File: config.mk
export PLATFORM = sky130hd
export DESIGN_NAME = serial_alu
export DESIGN_NICKNAME = d
export VERILOG_FILES = /design/src/rtl/serial_alu_pkg.sv /design/src/rtl/alu_slice.sv /design/src/rtl/serial_alu.sv
export SDC_FILE = /design/constraint.sdc
export NUM_CORES = 1
export LEC_CHECK = 0
export ABC_AREA = 1
export CAP_MARGIN = 10
export CORE_ASPECT_RATIO = 1.5
export CORE_MARGIN = 2
export CORE_UTILIZATION = 55
export DETAILED_ROUTE_END_ITERATION = 8
export PLACE_DENSITY = 0.82
export SYNTH_ARGS = -nofsm -noshare
export SYNTH_HDL_FRONTEND = slang
export SYNTH_SLANG_ARGS = --single-unit
File: constraint.sdc
create_clock -name i_clk -period 5.8 [get_ports i_clk]
set_input_delay 0.87 -clock i_clk [delete_from_list [all_inputs] [get_ports i_clk]]
set_output_delay 0.87 -clock i_clk [all_outputs]
set_load 0.01 [all_outputs]
File: src/rtl/serial_alu_pkg.sv
// Shared definitions for the serial ALU: op encodings, FSM states and
// sizing helpers for the slice counter.
package serial_alu_pkg;

    localparam logic [2:0] OP_AND = 3'b000;
    localparam logic [2:0] OP_OR  = 3'b001;
    localparam logic [2:0] OP_ADD = 3'b010;
    localparam logic [2:0] OP_SUB = 3'b011;
    localparam logic [2:0] OP_XOR = 3'b100;
    localparam logic [2:0] OP_SLT = 3'b101;

    typedef enum logic {
        IDLE = 1'b0,
        RUN  = 1'b1
    } state_t;

    // Number of slice steps needed for one full-width operation.
    function automatic int calc_nslice(input int width, input int slice);
        return width / slice;
    endfunction

    // Slice counter width; a single-step ALU still gets a 1-bit counter.
    function automatic int calc_cnt_w(input int nslice);
        return (nslice > 1) ? $clog2(nslice) : 1;
    endfunction

    // Ops that go through the adder and produce carry/overflow.
    function automatic logic is_arith(input logic [2:0] op);
        return (op == OP_ADD) || (op == OP_SUB) || (op == OP_SLT);
    endfunction

    // Ops that subtract: B is inverted and the carry chain starts at 1.
    function automatic logic is_sub(input logic [2:0] op);
        return (op == OP_SUB) || (op == OP_SLT);
    endfunction

endpackage

File: src/rtl/alu_slice.sv
// Combinational SLICE-bit ALU cell. Ripple-carry adder plus bitwise logic.
// msb_cin exposes the carry entering the top bit so the caller can derive
// signed overflow when this slice is the most significant one.
module alu_slice
    import serial_alu_pkg::*;
#(
    parameter int SLICE = 1
) (
    input  logic [SLICE-1:0] a,
    input  logic [SLICE-1:0] b,
    input  logic             cin,
    input  logic             binvert,
    input  logic [2:0]       op,
    output logic [SLICE-1:0] result,
    output logic             cout,
    output logic             msb_cin
);

    logic [SLICE-1:0] w_b;
    logic [SLICE-1:0] w_sum;
    logic [SLICE:0]   w_c;

    assign w_b    = binvert ? ~b : b;
    assign w_c[0] = cin;

    for (genvar i = 0; i < SLICE; i++) begin : g_bit
        assign w_sum[i]  = a[i] ^ w_b[i] ^ w_c[i];
        assign w_c[i+1]  = (a[i] & w_b[i]) | (a[i] & w_c[i]) | (w_b[i] & w_c[i]);
    end

    assign cout    = w_c[SLICE];
    assign msb_cin = w_c[SLICE-1];

    // Select the cell output; reserved codes yield zero.
    always_comb begin
        result = '0;
        case (op)
            OP_AND:                 result = a & b;
            OP_OR:                  result = a | b;
            OP_XOR:                 result = a ^ b;
            OP_ADD, OP_SUB, OP_SLT: result = w_sum;
            default:                result = '0;
        endcase
    end

endmodule

File: src/rtl/serial_alu.sv
// Serial ALU: one alu_slice time-multiplexed over WIDTH/SLICE clocks, LSB
// first, with the inter-slice carry held in a register. Start/Done handshake.
// Optional macro SERIAL_ALU_LOGIC_FASTPATH_EN: logic and reserved ops finish
// on the first RUN edge using a full-width logic evaluation.
module serial_alu
    import serial_alu_pkg::*;
#(
    parameter int WIDTH = 16,
    parameter int SLICE = 1
) (
    input  logic             i_clk,
    input  logic             i_rst,
    input  logic             i_start,
    input  logic [WIDTH-1:0] i_a,
    input  logic [WIDTH-1:0] i_b,
    input  logic [2:0]       i_op,
    output logic             o_busy,
    output logic             o_done,
    output logic [WIDTH-1:0] o_result,
    output logic             o_zero,
    output logic             o_carry,
    output logic             o_overflow,
    output logic             o_negative
);

    localparam int NSLICE = calc_nslice(WIDTH, SLICE);
    localparam int CW     = calc_cnt_w(NSLICE);
    localparam logic [CW-1:0] LAST = CW'(NSLICE - 1);

    state_t           r_state, w_state_nxt;
    logic [CW-1:0]    r_cnt;
    logic             r_carry;
    logic [WIDTH-1:0] r_a, r_b;     // operands, shifted right one slice per step
    logic [WIDTH-1:0] r_acc;        // partial result, filled from the top down
    logic [2:0]       r_op;

    logic [WIDTH-1:0] r_result;
    logic             r_done, r_zero, r_cflag, r_ovf, r_neg;

    logic [SLICE-1:0] w_sl_res;
    logic             w_sl_cout, w_sl_msbcin;
    logic [WIDTH-1:0] w_acc_nxt;
    logic [WIDTH-1:0] w_full;
    logic             w_fast;
    logic             w_last;
    logic [WIDTH-1:0] w_fin_res;
    logic             w_fin_z, w_fin_c, w_fin_v, w_fin_n;

    alu_slice #(.SLICE(SLICE)) u_slice (
        .a       (r_a[SLICE-1:0]),
        .b       (r_b[SLICE-1:0]),
        .cin     (r_carry),
        .binvert (is_sub(r_op)),
        .op      (r_op),
        .result  (w_sl_res),
        .cout    (w_sl_cout),
        .msb_cin (w_sl_msbcin)
    );

    // New slice enters at the top; after NSLICE steps slice 0 sits at the LSB.
    assign w_acc_nxt = (r_acc >> SLICE) | (WIDTH'(w_sl_res) << (WIDTH - SLICE));

`ifdef SERIAL_ALU_LOGIC_FASTPATH_EN
    assign w_fast = (r_state == RUN) && !is_arith(r_op);

    // Full-width logic result, valid on the first RUN step while r_a/r_b are unshifted.
    always_comb begin
        w_full = w_acc_nxt;
        if (w_fast) begin
            case (r_op)
                OP_AND:  w_full = r_a & r_b;
                OP_OR:   w_full = r_a | r_b;
                OP_XOR:  w_full = r_a ^ r_b;
                default: w_full = '0;
            endcase
        end
    end
`else
    assign w_fast = 1'b0;
    assign w_full = w_acc_nxt;
`endif

    assign w_last = (r_state == RUN) && ((r_cnt == LAST) || w_fast);

    // Final result and flags, only consumed on the Done-producing edge.
    always_comb begin
        w_fin_res = w_full;
        w_fin_c   = 1'b0;
        w_fin_v   = 1'b0;
        w_fin_n   = w_full[WIDTH-1];
        if (is_arith(r_op)) begin
            w_fin_c = w_sl_cout;
            w_fin_v = w_sl_cout ^ w_sl_msbcin;
            if (r_op == OP_SLT) begin
                w_fin_res = WIDTH'(w_fin_n ^ w_fin_v);
            end
        end
        w_fin_z = (w_fin_res == '0);
    end

    // State register.
    always_ff @(posedge i_clk or posedge i_rst) begin
        if (i_rst) r_state <= IDLE;
        else       r_state <= w_state_nxt;
    end

    // Next-state: Start accepted only in IDLE; leave RUN after the last slice.
    always_comb begin
        w_state_nxt = r_state;
        case (r_state)
            IDLE:    if (i_start) w_state_nxt = RUN;
            RUN:     if (w_last)  w_state_nxt = IDLE;
            default: w_state_nxt = IDLE;
        endcase
    end

    // Operand capture in IDLE, slice stepping in RUN.
    always_ff @(posedge i_clk or posedge i_rst) begin
        if (i_rst) begin
            r_cnt   <= '0;
            r_carry <= 1'b0;
            r_a     <= '0;
            r_b     <= '0;
            r_acc   <= '0;
            r_op    <= OP_AND;
        end else if (r_state == IDLE) begin
            if (i_start) begin
                r_a     <= i_a;
                r_b     <= i_b;
                r_op    <= i_op;
                r_cnt   <= '0;
                r_carry <= is_sub(i_op);
                r_acc   <= '0;
            end
        end else begin
            r_a     <= r_a >> SLICE;
            r_b     <= r_b >> SLICE;
            r_acc   <= w_acc_nxt;
            r_carry <= w_sl_cout;
            r_cnt   <= r_cnt + 1'b1;
        end
    end

    // Visible result/flags change only on completion; Done is a one-cycle pulse.
    always_ff @(posedge i_clk or posedge i_rst) begin
        if (i_rst) begin
            r_done   <= 1'b0;
            r_result <= '0;
            r_zero   <= 1'b1;
            r_cflag  <= 1'b0;
            r_ovf    <= 1'b0;
            r_neg    <= 1'b0;
        end else begin
            r_done <= w_last;
            if (w_last) begin
                r_result <= w_fin_res;
                r_zero   <= w_fin_z;
                r_cflag  <= w_fin_c;
                r_ovf    <= w_fin_v;
                r_neg    <= w_fin_n;
            end
        end
    end

    assign o_busy     = (r_state == RUN);
    assign o_done     = r_done;
    assign o_result   = r_result;
    assign o_zero     = r_zero;
    assign o_carry    = r_cflag;
    assign o_overflow = r_ovf;
    assign o_negative = r_neg;

endmodule

## Word-level counts from Yosys, hierarchy flattened

Cells that the tools add are included.

| word-level totals | value |
|---|---|
| register bits after elaboration | 78 |
| bits in latches | 0 |
| RAM bits | 0 |
| ROM bits | 0 |
| input bits | 38 |
| output and inout port bits | 22 |
| word-level logic and storage cells | 66 |
| memories | 0 |

| operators by class | value |
|---|---|
| add/subtract/negate cells | 1 |
| $mul | 0 |
| divide/modulo/power cells | 0 |
| order comparisons | 0 |
| equality and inequality tests | 8 |
| shifts and indexed selects | 0 |
| muxes and demuxes | 19 |
| bitwise gates (word level) | 15 |
| reductions and logical operators | 10 |

Operators by type and width:

| cell | count |
|---|---|
| $mux W16 | 8 |
| $logic_not A16 Y1 | 1 |
| $or A15 B16 Y16 | 1 |
| $eq A3 B2 Y1 const B | 3 |
| $eq A3 B3 Y1 const B | 3 |
| $mux W4 | 2 |
| $mux W1 | 7 |
| $xor A1 B1 Y1 | 5 |
| $add A4 B1 Y4 const B | 1 |
| $and A1 B1 Y1 | 4 |
| $eq A4 B4 Y1 const B | 1 |
| $logic_or A1 B1 Y1 | 4 |
| $pmux W1 S4 | 1 |
| $eq A3 B1 Y1 const B | 1 |
| $logic_not A3 Y1 | 1 |
| $or A1 B1 Y1 | 3 |
| $reduce_or A3 Y1 | 1 |
| $not A1 Y1 | 2 |
| $pmux W1 S2 | 1 |
| $reduce_and A2 Y1 | 1 |
| $reduce_bool A2 Y1 | 1 |
| $logic_and A1 B1 Y1 | 1 |

## Longest topological paths before layout

| logic depth | value |
|---|---|
| depth in word-level cells | 11 |
| gate-level depth with buffers | 13 |
| gate-level depth less buffers | 13 |

## By module

From an unflattened synthesis, not the netlist that was laid out.

| second synthesis, totals | value |
|---|---|
| cell total of the unflattened synthesis | 362 |
| area total of the unflattened synthesis | 3385.7 um^2 |

By module, submodules not included:

| module | instances | cells an instance | area each (um^2) | seq. area each (um^2) |
|---|---|---|---|---|
| serial_alu | 1 | 340 | 3251.9 | 1928.1 |
| alu_slice | 1 | 22 | 133.9 | 0.0 |

## Worst setup path before layout

No wires, ideal clock.

| path | value |
|---|---|
| path kind | register to register |
| from | register r_op[1] |
| to | register r_zero (netlist: o_zero) |
| setup time | 0.060 ns |
| arrival | 1.812 ns |
| data required time | 5.740 ns |
| path slack | 3.928 ns |
| stages on the path, launching flop included | 14 |
| buffers on the path | 0 |
| clock period less this slack | 1.872 ns |
| cell sequence | dfrtp_1 inv_2 a21oi_1 o21ai_0 xor2_1 fa_1 inv_1 nand2_1 nand2_1 nor2_2 nor2_1 nor2_1 nand3_1 nand2_1 |

| on the way | value |
|---|---|
| word-level cells in the longest chain between the ends | 11 |
| elaborated cells between the ends (all ways) | 24 |
| those cells by class | eq/ne: 5; mux: 4; bitwise: 9; reduce/logical: 6 |

RTL lines:

| item | line | RTL |
|---|---|---|
| from (decl) | serial_alu.sv:35 | `logic [2:0] r_op;` |
| from (signal assigned) | serial_alu.sv:130 | `r_op <= i_op;` |
| $eq A3 B2 Y1 / $eq A3 B3 Y1 (equally long branches) | serial_alu_pkg.sv:29, serial_alu_pkg.sv:34, alu_slice.sv:37 |  |
| $logic_or A1 B1 Y1 | serial_alu_pkg.sv:34 | `return (op == OP_SUB) \|\| (op == OP_SLT);` |
| $mux W1 | alu_slice.sv:23 | `assign w_b = binvert ? ~b : b;` |
| $xor A1 B1 Y1 / $and A1 B1 Y1 (equally long branches) | alu_slice.sv:27, alu_slice.sv:28 |  |
| $xor A1 B1 Y1 / $or A1 B1 Y1 (equally long branches) | alu_slice.sv:27, alu_slice.sv:28 |  |
| $pmux W1 S4 / $or A1 B1 Y1 (equally long branches) | alu_slice.sv:37, alu_slice.sv:28 |  |
| $or A15 B16 Y16 / $xor A1 B1 Y1 (equally long branches) | serial_alu.sv:61, serial_alu.sv:93 |  |
| $xor A1 B1 Y1 | serial_alu.sv:95 | `w_fin_res = WIDTH'(w_fin_n ^ w_fin_v);` |
| $mux W16 | serial_alu.sv:94 | `if (r_op == OP_SLT) begin` |
| $mux W16 (*) | serial_alu.sv:91 | `if (is_arith(r_op)) begin` |
| $logic_not A16 Y1 (*) | serial_alu.sv:98 | `w_fin_z = (w_fin_res == '0);` |
| to (signal assigned) | serial_alu.sv:157 | `r_zero <= w_fin_z;` |
| to (decl) | serial_alu.sv:38 | `logic r_done, r_zero, r_cflag, r_ovf, r_neg;` |

Every way passes the cells marked *; elsewhere a longest branch is shown, timed or not.
A chain may end at the register's enable or synchronous reset.

## Final worst setup path

| path | value |
|---|---|
| from | register r_state (netlist: o_busy) |
| to | register r_carry |

| on the way | value |
|---|---|
| word-level cells in the longest chain between the ends | 1 |
| elaborated cells between the ends (all ways) | 2 |
| those cells by class | mux: 1; reduce/logical: 1 |

RTL lines:

| item | line | RTL |
|---|---|---|
| from (decl) | serial_alu.sv:30 | `state_t r_state, w_state_nxt;` |
| from (signal assigned) | serial_alu.sv:104 | `else r_state <= w_state_nxt;` |
| $mux W1 / $reduce_bool A2 Y1 (equally long branches) | n/a |  |
| to (signal assigned) | serial_alu.sv:132 | `r_carry <= is_sub(i_op);` |
| to (signal assigned) | serial_alu.sv:139 | `r_carry <= w_sl_cout;` |
| to (decl) | serial_alu.sv:32 | `logic r_carry;` |

Parallel ways exist; a longest one is shown, timed or not.

==> results_dict.tcl <==
set metrics [dict create \
    grt.total_usage 0.2265 \
    hold_class "register to register" \
    hold_buffers 0 \
    initial_core_util 0.5621 \
    netlist_instances 362 \
    place_congestion 0.7966 \
    drt-total-wl_um 6676 \
    post-place-ws_ns 3.029 \
    cts_resized 0 \
    rsz0062_at_grt "false" \
    synth.distinct_cells 33 \
    crit_arrival_ns 2.90 \
    seqPwrFrac 0.413 \
    cts.sinks 77 \
    via_count 2668 \
    antennaDiodeCount 0 \
    fin_worst_skew_ns 0.004979 \
    start_kind "register" \
    drive_gt1_frac 0.08314 \
    synthTopCellsByArea "dfrtp_1 56%, nand2_1 13%, inv_1 3.9%" \
    critPathMaxFanout 38 \
    routed_via_density 5.390 \
    synthesis.area_um2 3397 \
    synth.yosys.seq_area_share 0.5676 \
    synth-async-reset-ratio 1.000 \
    drtIter0Drc 128 \
    clock-root-buffer "clkbuf_8" \
    cp_slowest_cell "inv_1" \
    power_uw 2097 \
    fin_setup_tns_ns 0 \
    swShare 0.3647 \
    combinationalPowerShare 0.374 \
    cap_violations 0 \
    cp.required_ns 6.07 \
    io_buffers 59 \
    status "complete, no violations" \
    crit_path_cell_trace "buf_4 > inv_1 > nand2_1 > inv_1 > nand2_1 > o221ai_1" \
    route.detailed.drc 0 \
    cts-htree-levels 3 \
    syn2layout_area_growth_pct 24.05 \
    post_cts.repair.setup_buffers 0 \
    reg2reg_to "r_carry" \
    num_rows 35 \
    switchingPower_uw 764.7 \
    yosysTopAreaCell "dfrtp_1" \
    cts_tree "done" \
    place_area_um2 3991 \
    antenna_found_initial 0 \
    finalHoldViolCount 0 \
    die_h_um 100.3 \
    grt_overflow_total 0 \
    hold_path_end "o_zero" \
    post-route-period-util 0.4538 \
    slew_headroom 0.3090 \
    p_leak_uw 0.001948 \
    r2r-start "o_busy" \
    numCtsBuffers 9 \
    netlist.area_leader.share 0.5599 \
    fmax_ghz 0.3799 \
    postLayoutCoreUtil 0.6973 \
    setup_slack_ns 3.168 \
    syn_area_per_cell_um2 9.384 \
    grt_start_max_net_pins 78 \
    clkTransAtPathRegs_ns 0.08 \
    synth_commonest_cells "118 x nand2_1, 76 x dfrtp_1, 35 x inv_1" \
    hold_depth 2 \
    first_global_vias 2606 \
    p_clk_frac 0.213 \
    irDropWorstVdd_uv 251.3 \
    min_period_ns 2.632 \
    r2r_cells 6 \
    reg2reg_slack_ns 3.17 \
    nets 458 \
    first_pass_iters 4 \
    tightestPinTransition_ns 1.035 \
    routed_wire_length_per_instance_um 13.49 \
    worstSetupPathType "register to register" \
    fp.coreArea_um2 6043 \
    synth_edf_count 0 \
    end_kind "register" \
    die_area_um2 6834 \
    clockBufferDepth 2 \
    io_pins 60 \
    worstSkewPairLatency_ns 0.35 \
    critPathMaxStageDelay_ns 0.80 \
    p_int_uw 1332 \
    synth-main-ff-cell "dfrtp_1" \
    hp-start "o_zero" \
    powerDensity_nw_per_um2 497.5 \
    ys_ff_latch 77 \
    dp_hpwl_um 4756 \
    syn-num-nets 404 \
    ys_warn_count 0 \
    antenna_left 0 \
    grt_pass1_wl_um 11470 \
    stdcell_area_um2 4214 \
    finalSetupViolations 0 \
    synth.most_common_cell "nand2_1" \
    final-max-slew-violation-count 0 \
    die_w_um 68.17 \
]
-- worst max path at each step --
| stage | from | slack, ns | to |
|---|---|---|---|
| 2_1_floorplan | i_rst | 2.96 | o_busy |
| 3_3_place_gp | i_start | 3.08 | r_carry |
| 3_5_place_dp | i_start | 3.03 | r_carry |
| 4_1_cts | o_busy | 3.13 | r_carry |
| 5_1_grt | o_busy | 2.84 | r_carry |
| 6_report | o_busy | 3.17 | r_carry |
-- through the flow --
| stage | hold WS (ns) | std cells |
|---|---|---|
| after detailed placement | 0.4615 | 479 |
| after CTS | 0.4751 | 495 |
| after floorplan | 0.4580 | 362 |
| after global placement | 0.4581 | 479 |
| after global routing | 0.4913 | 495 |
| final | 0.4709 | 495 |
-- state kept, by name, indices dropped and copies added (netlist names) --
name	cells
o_zero	1
r_cnt	4
o_busy	1
r_op	3
o_overflow	1
o_done	1
o_carry	1
r_b	16
r_carry	1
r_a	16
o_result	16
o_negative	1
r_acc	15
-- final cells by class --
type	instances	area, um^2
Fill cell	501	1829
Clock buffer	9	123.9
Inverter	38	142.6
Timing Repair Buffer	61	605.6
Sequential cell	77	1928
Tap cell	74	92.59
Multi-Input combinational cell	229	1222
Clock inverter	7	98.84
-- critical path: cells and delay by family (launching register included) --
kind            cells  cell delay (ns)
flops               1             0.37
compound gates      1             0.21
simple gates        2             0.32
buf+inv             3             1.62
-- metal layers --
metal / wire [um] / vias to the layer above / part of all wire / global-route usage
li1: - / 1305 / - / -
met1: 2723 / 1285 / 0.41 / 0.2659
met2: 3512 / 64 / 0.53 / 0.3749
met3: 266 / 14 / 0.040 / 0.05605
met4: 174 / 0 / 0.026 / 0.1169
met5: 0 / - / 0 / 0
-- cell usage in the layout (no fill, tap or decap), drive strengths merged --
cell type	Yosys	routed
xor2	2	2
buf	12	2
fa	1	1
clkdlybuf4s50	0	59
nand4	2	2
nand2	120	120
a21oi	2	2
o211ai	10	10
o22ai	15	15
nor2	10	10
o31ai	10	10
ha	3	3
o221ai	4	4
clkinv	0	3
dfstp	1	1
a22oi	6	6
inv	38	39
xnor2	1	1
dfrtp	76	76
nand3	21	21
a22o	4	4
clkinvlp	0	1
o21ai	17	17
nand3b	1	1
clkbuf	6	9
bufinv	0	2
-- power groups by stage --
stage          clock, uW  combinational (uW)  sequential, uW
2_1_floorplan          0                 533             876
3_3_place_gp           0                 760             862
3_5_place_dp           0                 791             873
4_1_cts              449                 794             865
5_1_grt              475                 897             888
6_report             446                 785             866
-- kinds of logic (layout without fill, tap and decap cells) --
kind of cell | count (synthesis) | count (layout) | share of synthesized area
adders and majority gates | 4 | 4 | 0.01694
DFF | 77 | 77 | 0.5676
and+or+nand+nor | 154 | 154 | 0.1926
buffers and inverters | 56 | 115 | 0.07256
AOI/OAI and AO/OA | 68 | 68 | 0.1425
xor gates and xnor gates | 3 | 3 | 0.007736
No activity file was read; power rests on OpenSTA's default activity.
